### src/rtl/sram_arb_pkg.sv
// Shared constants and types for the two-requester sram arbiter.
package sram_arb_pkg;

  localparam int ADDR_W_DEF = 4;
  localparam int DATA_W_DEF = 8;
  localparam int NREQ       = 2;

  // Identifies one of the two requesters.
  typedef logic req_id_t;

endpackage : sram_arb_pkg

### src/rtl/rr_arb2.sv
// Two-way round-robin grant: a lone requester always wins; on a tie the
// requester named by i_prio wins.
module rr_arb2
  import sram_arb_pkg::*;
(
  input  logic [NREQ-1:0] i_valid,
  input  req_id_t         i_prio,
  output logic [NREQ-1:0] o_grant,
  output req_id_t         o_gid
);

  // Select the winner from the valid pattern and the current priority.
  always_comb begin
    o_grant = 2'b00;
    o_gid   = 1'b0;
    case (i_valid)
      2'b01: begin
        o_grant = 2'b01;
        o_gid   = 1'b0;
      end
      2'b10: begin
        o_grant = 2'b10;
        o_gid   = 1'b1;
      end
      2'b11: begin
        if (i_prio == 1'b1) begin
          o_grant = 2'b10;
          o_gid   = 1'b1;
        end else begin
          o_grant = 2'b01;
          o_gid   = 1'b0;
        end
      end
      default: begin
        o_grant = 2'b00;
        o_gid   = 1'b0;
      end
    endcase
  end

endmodule : rr_arb2

### src/rtl/sram_arbiter.sv
// Shares one single-port sram between two requesters. The granted request
// drives the sram port in the same cycle; read data comes straight from the
// sram output register and is qualified by a one-cycle rsp_valid pulse.
module sram_arbiter
  import sram_arb_pkg::*;
#(
  parameter int ADDR_W = ADDR_W_DEF,
  parameter int DATA_W = DATA_W_DEF
) (
  input  logic                 clk,
  input  logic                 rst_n,
  input  logic [NREQ-1:0]        req_valid,
  output logic [NREQ-1:0]        req_ready,
  input  logic [NREQ-1:0]        req_we,
  input  logic [NREQ*ADDR_W-1:0] req_addr,
  input  logic [NREQ*DATA_W-1:0] req_wdata,
  output logic [NREQ-1:0]        rsp_valid,
  output logic [DATA_W-1:0]      rsp_rdata,
  output logic                   sram_we,
  output logic [ADDR_W-1:0]      sram_addr,
  output logic [DATA_W-1:0]      sram_wdata,
  input  logic [DATA_W-1:0]      sram_rdata
);

  logic [NREQ-1:0] w_grant;
  req_id_t         w_gid;
  logic            w_xfer;
  req_id_t         r_prio;
  logic [NREQ-1:0] r_rd_q;

  rr_arb2 u_rr_arb2 (
    .i_valid (req_valid),
    .i_prio  (r_prio),
    .o_grant (w_grant),
    .o_gid   (w_gid)
  );

  // Nothing is accepted while reset is asserted.
  assign req_ready = w_grant & {NREQ{rst_n}};
  assign w_xfer    = |req_ready;

  // Route the granted requester onto the sram port; idle port drives zero.
  always_comb begin
    sram_we    = 1'b0;
    sram_addr  = {ADDR_W{1'b0}};
    sram_wdata = {DATA_W{1'b0}};
    if (w_xfer) begin
      case (w_gid)
        1'b0: begin
          sram_we    = req_we[0];
          sram_addr  = req_addr[0 +: ADDR_W];
          sram_wdata = req_wdata[0 +: DATA_W];
        end
        1'b1: begin
          sram_we    = req_we[1];
          sram_addr  = req_addr[ADDR_W +: ADDR_W];
          sram_wdata = req_wdata[DATA_W +: DATA_W];
        end
        default: begin
          sram_we    = 1'b0;
          sram_addr  = {ADDR_W{1'b0}};
          sram_wdata = {DATA_W{1'b0}};
        end
      endcase
    end else begin
      sram_we    = 1'b0;
      sram_addr  = {ADDR_W{1'b0}};
      sram_wdata = {DATA_W{1'b0}};
    end
  end

  // After a transfer, priority passes to the requester that did not win.
  always_ff @(posedge clk) begin
    if (!rst_n) begin
      r_prio <= 1'b0;
    end else if (w_xfer) begin
      r_prio <= ~w_gid;
    end else begin
      r_prio <= r_prio;
    end
  end

  // Remember which requester had a read accepted; sram data lands next cycle.
  always_ff @(posedge clk) begin
    if (!rst_n) begin
      r_rd_q <= 2'b00;
    end else begin
      r_rd_q <= req_ready & ~req_we;
    end
  end

  assign rsp_valid = r_rd_q;
  assign rsp_rdata = sram_rdata;

endmodule : sram_arbiter

### config.mk
export PLATFORM = sky130hd
export DESIGN_NAME = sram_arbiter
export DESIGN_NICKNAME = d
export VERILOG_FILES = /design/src/rtl/sram_arb_pkg.sv /design/src/rtl/rr_arb2.sv /design/src/rtl/sram_arbiter.sv
export SDC_FILE = /design/constraint.sdc
export NUM_CORES = 1
export LEC_CHECK = 0
export ABC_AREA = 1
export CAP_MARGIN = 20
export CORE_MARGIN = 2
export CORE_UTILIZATION = 26
export CTS_CLUSTER_SIZE = 8
export DETAILED_ROUTE_END_ITERATION = 10
export PLACE_DENSITY = 0.84
export RECOVER_POWER = 100
export SYNTH_ARGS = -nofsm -noshare
export SYNTH_HDL_FRONTEND = slang
export SYNTH_SLANG_ARGS = --single-unit
### constraint.sdc
create_clock -name clk -period 2.1 [get_ports clk]
set_clock_uncertainty 0.05 [all_clocks]
set_input_delay 0.21 -clock clk [delete_from_list [all_inputs] [get_ports clk]]
set_output_delay 0.21 -clock clk [all_outputs]
set_load 0.02 [all_outputs]
Word-level counts from Yosys, hierarchy flattened
Cells that the tools add are included.
- logic and storage cells: 20
- memory bits (writable): 0
- bits in read-only memories: 0
- flip-flop bits (word level): 3
- memories: 0
- input port bits: 38
- output and inout bits: 25
- bits in latches: 0
- $add $sub $neg: 0
- shift operators: 0
- $mul: 0
- eq/ne operators: 3
- reductions and logical operators: 1
- divide/modulo/power cells: 0
- order comparisons: 0
- multiplexer cells: 10
- bitwise gates (word level): 4
- operators by type and width (kind ; number):
    $pmux 8 s2 ; 1
    $mux 8 ; 1
    $pmux 4 s2 ; 1
    $pmux 2 s3 ; 1
    $and 2x2->2 ; 2
    $eq 2x2->1 const B ; 2
    $mux 4 ; 1
    $pmux 1 s2 ; 2
    $eq 2x1->1 const B ; 1
    $mux 1 ; 2
    $mux 2 ; 1
    $not 2->2 ; 1
    $reduce_or 2->1 ; 1
    $not 1->1 ; 1

Logic depth before layout (Yosys ltp)
Gate-level depths: netlist of the first run.
- word-level depth: 5
- mapped depth: 6
- gate-level depth less buffers: 5

By module
Synthesis of the first run repeated with hierarchy kept, for this count alone.
- cell total of the unflattened synthesis: 98
- area, all modules: 483.0 um^2
- modules (own cells, without submodules) (module ; seq. area each (um^2) ; times used ; area an instance (um^2) ; cells each):
    sram_arbiter ; 60.1 ; 1 ; 457.9 ; 92
    rr_arb2 ; 0.0 ; 1 ; 25.0 ; 6

Worst setup path before layout of the first run
No wires, ideal clock.
- path kind: flip-flop to output port
- start point: register r_prio
- end point: output port sram_wdata[1]
- setup slack: 0.766 ns
- path buffers: 1
- data arrival time: 1.074 ns
- cell stages (with the launch flop): 6
- required time: 1.840 ns
- cell sequence: dfxtp_1 -> inv_1 -> nand2_2 -> buf_4 -> nand3_1 -> a21oi_1
- longest elaborated chain between the ends: 5
- elaborated cells between the ends (all ways): 9
- those cells by class: mux (6); bitwise (2); reduce/logical (1)
- ends and longest elaborated chain (item ; RTL line ; RTL):
    start, declared ; sram_arbiter.sv:28 ; req_id_t r_prio;
    start signal, assigned ; sram_arbiter.sv:77 ; r_prio <= ~w_gid;
    start signal, assigned ; sram_arbiter.sv:79 ; r_prio <= r_prio;
    $mux 2 / $mux 1 (equally long branches) ; rr_arb2.sv:26 ; if (i_prio == 1'b1) begin
    $pmux 2 s3 / $pmux 1 s2 (equally long branches) ; rr_arb2.sv:16 ; case (i_valid)
    $and 2x2->2 / $not 1->1 (equally long branches) ; sram_arbiter.sv:39, sram_arbiter.sv:48 ;
    $reduce_or 2->1 / $pmux 8 s2 (equally long branches) ; sram_arbiter.sv:40, sram_arbiter.sv:48 ;
    $mux 8 * ; sram_arbiter.sv:47 ; if (w_xfer) begin
    end, declared ; sram_arbiter.sv:21 ; output logic [DATA_W-1:0] sram_wdata,
Mark *: on every way between the ends. The rest lies on a longest branch, timed or not.

Worst setup path after layout of the first run
- start point: input port req_valid[1]
- end point: output port req_ready[0]
- longest elaborated chain between the ends: 3
- elaborated cells between the ends (all ways): 5
- those cells by class: eq/ne (3); mux (1); bitwise (1)
- ends and longest elaborated chain (item ; RTL line ; RTL):
    start, declared ; sram_arbiter.sv:12 ; input logic [NREQ-1:0] req_valid,
    $eq 2x2->1 / $eq 2x1->1 (equally long branches) ; rr_arb2.sv:16 ;
    $pmux 2 s3 * ; rr_arb2.sv:16 ;
    $and 2x2->2 * ; sram_arbiter.sv:39 ; assign req_ready = w_grant & {NREQ{rst_n}};
    end, declared ; sram_arbiter.sv:13 ; output logic [NREQ-1:0] req_ready,
Marks and branches as above.

==> impl_metrics.json, run 1 <==
{
  "outcome": "complete, no violations",
  "crit_fanout": 7,
  "core-area_um2": 1708,
  "cp.required_ps": 1840,
  "drive_above_1_share_pct": 20.54,
  "synth_area_leaders": "buf_4 18%, a21oi_2 15%, nand3_1 15%",
  "syn_area_per_cell_um2": 6.918,
  "drcViolationCount": 0,
  "synth_top_area_share_pct": 17.55,
  "reg2reg_slack_ps": 1190,
  "ys_warn_count": 0,
  "tritoncts": "built",
  "critical_path.top_delay_family": "buffers and inverters",
  "rows": 15,
  "total_power_mw": 0.3426,
  "yosys.area.top_type": "buf_4",
  "rsz0062_at_grt": "no",
  "diodes": 0,
  "cts.sinks": 3,
  "routabilityCongestion": 0.7157,
  "antenna_found_initial": 0,
  "antenna_left": 0,
  "multiInputGateArea_um2": 275.3,
  "dp_hpwl_um": 1240,
  "slowest_stage": "clkdlybuf4s50_1",
  "cellLeakagePower_nw": 0.4134,
  "seq_area_frac_synth_pct": 12.77,
  "grtUsageTotal_pct": 14.32,
  "path_cells": "clkdlybuf4s50_1 -> clkbuf_2 -> nand2_1 -> nand3_1 -> inv_1 -> clkdlybuf4s50_1",
  "final_cell_mix": "30 x clkdlybuf4s50_1, 14 x nand3_1, 13 x dlygate4sd2_1",
  "nFillCells": 175,
  "crit_type": "input pin to primary output",
  "clock_path_buffers": 2,
  "vias_per_cell": 4.577,
  "cts_made_buffers": 3,
  "wirelength_um": 1515,
  "ys_types": 15,
  "cts_root_buf": "clkbuf_4",
  "htree_levels": 1,
  "hold_violations": 0,
  "arrival_ps": 1750,
  "fin_util_pct": 52.23,
  "grt_max_degree": 16,
  "cap_violations": 0,
  "drtIter0Drc": 4,
  "nets": 151,
  "drv_slew": 0,
  "timing.fmax_mhz": 497.7,
  "die_w_um": 46.54,
  "area_growth_pct": 89.63,
  "slew_headroom_pct": 73.12,
  "syn_area_um2": 470.5,
  "irDropWorstVdd_uv": 208.8,
  "worst_setup_path_end_kind": "primary output",
  "fin_crit_ps": 2009,
  "start_kind": "input pin",
  "finalSetupViolations": 0,
  "wl_per_cell_um": 11.06,
  "clkLatencyLatePin_ps": 230,
  "port_buffers": 46,
  "start_util_pct": 27.55,
  "via_count": 627,
  "syn_nets": 106,
  "layout_commonest_cell": "clkdlybuf4s50_1",
  "cpPeakStageDelay_ps": 590,
  "worstMarginPinSlew_ps": 401.7,
  "pin_count": 63,
  "period_share_pct": 95.68,
  "synthCells": 68,
  "ctsHoldBuffers": 0,
  "regArea_um2": 60.06,
  "critPathBufInv": 4,
  "first_global_vias": 545,
  "overflow": 0,
  "grt_pass1_wl_um": 2201,
  "drt_first_pass_iters": 4,
  "cpMostUsedCell": "clkdlybuf4s50_1",
  "dieHeight_um": 46.54,
  "ys_ff_latch": 3,
  "dieArea_um2": 2166,
  "powerDensity_nw_per_um2": 384.0,
  "hold_path.class": "input pin to primary output"
}
power breakdown:
group	leakage, nW	total (mW)	switching (mW)	internal [mW]
clock network	0.0150	0.102	0.0307	0.0713
logic	0.374	0.179	0.0854	0.0939
registers	0.0247	0.0613	0.00116	0.0601
total	0.413	0.343	0.117	0.225
sequential cells by signal, indices dropped and copies added, names as in the netlist:
name       cells
r_prio         1
rsp_valid      2
synthesized netlist by cell type (all sizes together):
| library cell | n |
|---|---|
| o21ai | 2 |
| inv | 3 |
| buf | 13 |
| nor2 | 2 |
| a21oi | 14 |
| nor3 | 1 |
| dfxtp | 3 |
| nand3 | 14 |
| nand2 | 16 |
worst paths after layout:
kind | startpoint | end | depth (start not counted)
worst min register to register | r_prio | rsp_valid[0] | 3
worst max-delay path | req_valid[1] | req_ready[0] | 6
worst min-delay path | sram_rdata[2] | rsp_rdata[2] | 0
worst max register to register | r_prio | rsp_valid[1] | 4
worst register-to-register path, delay by kind of cell, from the launching register on:
kind                   cells  cell delay [ps]
and+or+nand+nor            3              400
DFF                        1              340
buffers and inverters      1               60
per-stage QoR:
step / std cells / TNS, ps / hold WS (ps) / worst slack [ps] / area [um^2]
floorplan: 68 / 0 / 230.9 / 765.9 / 470.5
global placement: 133 / -824.8 / 370.2 / -75.47 / 907.1
detailed placement: 133 / -1331 / 370.2 / -128.2 / 907.1
CTS: 137 / 0 / 370.2 / 36.61 / 933.4
global route: 137 / 0 / 370.0 / 31.55 / 892.1
finish: 137 / 0 / 370.0 / 90.81 / 892.1
metal layers:
layer	part of all wire, %	wire length [um]	vias to the layer above	track usage, %
li1	-	-	310	-
met5	0	0	-	0
met1	38	580	271	12.73
met2	47	715	44	28.06
met4	0.13	2	0	4.000
met3	14	215	2	6.667
logic make-up (layout without fill, tap and decap cells):
group	after synthesis	in the layout	synth area share (%)
buffers and inverters	16	60	25.27
AOI/OAI and AO/OA	16	16	24.20
DFF	3	3	12.77
and+or+nand+nor	33	33	37.77
area by class of cell:
| cell class | instances | share of cell area (%) |
|---|---|---|
| repair buffers | 53 | 54.70 |
| multi-input cells | 49 | 30.86 |
| flip-flops and latches | 3 | 6.732 |
| well taps | 25 | 3.506 |
| clock buffers | 4 | 2.945 |
| inverters | 3 | 1.262 |
timing repair:
| item | CTS | global route |
|---|---|---|
| resized for setup | 15 | 1 |
| endpoints found under the setup margin | 13 | 1 |
| setup buffers | 0 | 0 |
Note: power is estimated with default switching activity, not from simulation.
==> inputs of run 2 (changes only) <==
- CORE_UTILIZATION: 26 -> 27
- PLACE_DENSITY: 0.84 -> 0.86
- SYNTH_HIERARCHICAL: default -> 1
- TNS_END_PERCENT: default -> 1
==> run 2 against run 1 <==
The run now ends with negative setup slack left. Register-to-register slack worse by 220 ps. Via count grew 6.9%. Sequential share of layout area down 0.20 points. Combinational power up 11%. Worst setup slack got worse by 200 ps. Critical path type unchanged. Largest cell class unchanged.
==> impl_metrics.json, run 2 <==
{
  "overflow": 0,
  "area_growth_pct": 90.41,
  "largest_reg_flops": 2,
  "period_share_pct": 105.2,
  "cts_made_buffers": 3,
  "cts_setup_buffers": 0,
  "rsz0062_at_grt": "yes",
  "antenna_left": 0,
  "syn_area_um2": 483.0,
  "synth_area_leaders": "nand2_1 44%, buf_4 14%, dfxtp_1 12%",
  "post-place-ws_ps": -114.5,
  "final_cell_mix": "56 x nand2_1, 37 x clkdlybuf4s50_1, 15 x inv_1",
  "drcViolationCount": 0,
  "ys_ff_latch": 3,
  "arrival_ps": 1950,
  "async_reset_ff_share_pct": 0,
  "slew_headroom_pct": 82.38,
  "worst_setup_path_end_kind": "primary output",
  "irDropWorstVdd_uv": 254.2,
  "reg2reg_slack_ps": 970,
  "dp_hpwl_um": 1288,
  "drtIter0Drc": 7,
  "hold_path.class": "input pin to primary output",
  "vias_per_cell": 4.036,
  "start_kind": "input pin",
  "regArea_um2": 60.06,
  "multiInputGateArea_um2": 265.3,
  "drive_above_1_share_pct": 7.092,
  "rows": 15,
  "violations": "negative setup slack",
  "nFillCells": 190,
  "synth-edff-count": 0,
  "clkLatencyLatePin_ps": 230,
  "crit_type": "input pin to primary output",
  "first_global_vias": 574,
  "timing.fmax_mhz": 452.6,
  "cts_root_buf": "clkbuf_4",
  "dieHeight_um": 46.30,
  "cap_violations": 0,
  "port_buffers": 46,
  "drt_first_pass_iters": 4,
  "hold_violations": 0,
  "seq_area_frac_synth_pct": 12.44,
  "powerDensity_nw_per_um2": 395.5,
  "crit_start": "req_valid[0]",
  "synth_top_area_share_pct": 43.52,
  "grt_pass1_wl_um": 2270,
  "synthCells": 98,
  "pin_count": 63,
  "worstMarginPinSlew_ps": 265.4,
  "fin_util_pct": 53.85,
  "htree_levels": 1,
  "nets": 180,
  "outcome": "finished, violations left",
  "ys.flop_type": "dfxtp_1",
  "diodes": 0,
  "via_count": 670,
  "ys_types": 11,
  "start_util_pct": 28.28,
  "setup_ws_ps": -109.4,
  "clock_path_buffers": 2,
  "regToRegStartpoint": "r_prio",
  "cp.required_ps": 1840,
  "grt_max_degree": 15,
  "yosys.area.top_type": "nand2_1",
  "syn_nets": 136,
  "finalSetupViolations": 7,
  "tritoncts": "built",
  "synth_common_cells": "56 x nand2_1, 15 x inv_1, 9 x buf_4",
  "layout_commonest_cell": "nand2_1",
  "drv_slew": 0,
  "cts.sinks": 3,
  "wirelength_um": 1544,
  "ys_warn_count": 6,
  "cellLeakagePower_nw": 0.5590,
  "crit_fanout": 14,
  "wl_per_cell_um": 9.301,
  "syn_area_per_cell_um2": 4.928,
  "ctsHoldBuffers": 0,
  "antenna_found_initial": 0,
  "yosysMostFrequentCell": "nand2_1",
  "fin_crit_ps": 2209,
  "grtUsageTotal_pct": 15.22,
  "hold_start": "sram_rdata[0]",
  "die_w_um": 46.30,
  "core-area_um2": 1708,
  "routabilityCongestion": 0.6564,
  "dieArea_um2": 2143
}
## run 2: what timing repair did
action,4_1_cts,5_1_grt
endpoints found under the hold margin,0,0
gates resized for setup,6,1
setup endpoints to repair,13,8
## run 2: where the power goes
| part | total, mW | internal [mW] | switching [mW] |
|---|---|---|---|
| logic | 0.198 | 0.103 | 0.0948 |
| registers | 0.0627 | 0.0608 | 0.00193 |
| clock network | 0.103 | 0.0714 | 0.0321 |
## run 2: metrics by stage
step	power, mW	instances	hold WS, ps	TNS [ps]	cell area (um^2)
3_5_place_dp	0.2726	162	370.1	-1178	914.6
3_3_place_gp	0.2692	162	370.1	-654.8	914.6
6_report	0.3637	166	370.0	-608.4	919.6
5_1_grt	0.3906	166	370.0	-1663	919.6
4_1_cts	0.3745	166	370.1	-636.5	933.4
2_1_floorplan	0.1862	98	232.4	0	483.0
## run 2: worst max-delay path, cell delays in order
cell and delay, ps:
clkdlybuf4s50_1 470, inv_1 50, nand2_1 70, nand2_1 100
inv_2 200, nand2_1 80, nand2_1 60, nand2_1 40
inv_1 60, clkdlybuf4s50_1 600
## run 2: metal layers
layer | part of all wire (%) | vias up | track usage, %
li1 | - | 354 | -
met1 | 36 | 289 | 14.65
met2 | 56 | 23 | 25.83
met3 | 8.0 | 4 | 4.706
met4 | 0.84 | 0 | 13.14
met5 | 0 | - | 0
## run 2: layout make-up
class / instances / area share [%]
Sequential cell: 3 / 6.531
Clock buffer: 4 / 2.857
Timing Repair Buffer: 50 / 51.02
Inverter: 18 / 7.347
Tap cell: 25 / 3.401
Multi-Input combinational cell: 66 / 28.84
## run 2: path summary, 6_finish.rpt
| check | end | cells past startpoint |
|---|---|---|
| hold reg to reg | r_prio | 4 |
| setup reg to reg | r_prio | 7 |
| setup / recovery | sram_wdata[4] | 10 |
| hold / removal | rsp_rdata[0] | 0 |
## run 2: logic make-up (layout without fill, tap and decap cells)
family                 after synthesis  count (layout)  share of synthesized area, %
AOI/OAI and AO/OA                    2               2                         2.073
and+or+nand+nor                     64              64                         52.85
buffers and inverters               29              72                         32.64
DFF                                  3               3                         12.44
==> inputs of run 3 (changes only) <==
- GPL_TIMING_DRIVEN: default -> 1
==> results of run 3 <==
The final DEF is identical to that of run 2; final timing and power are the same.
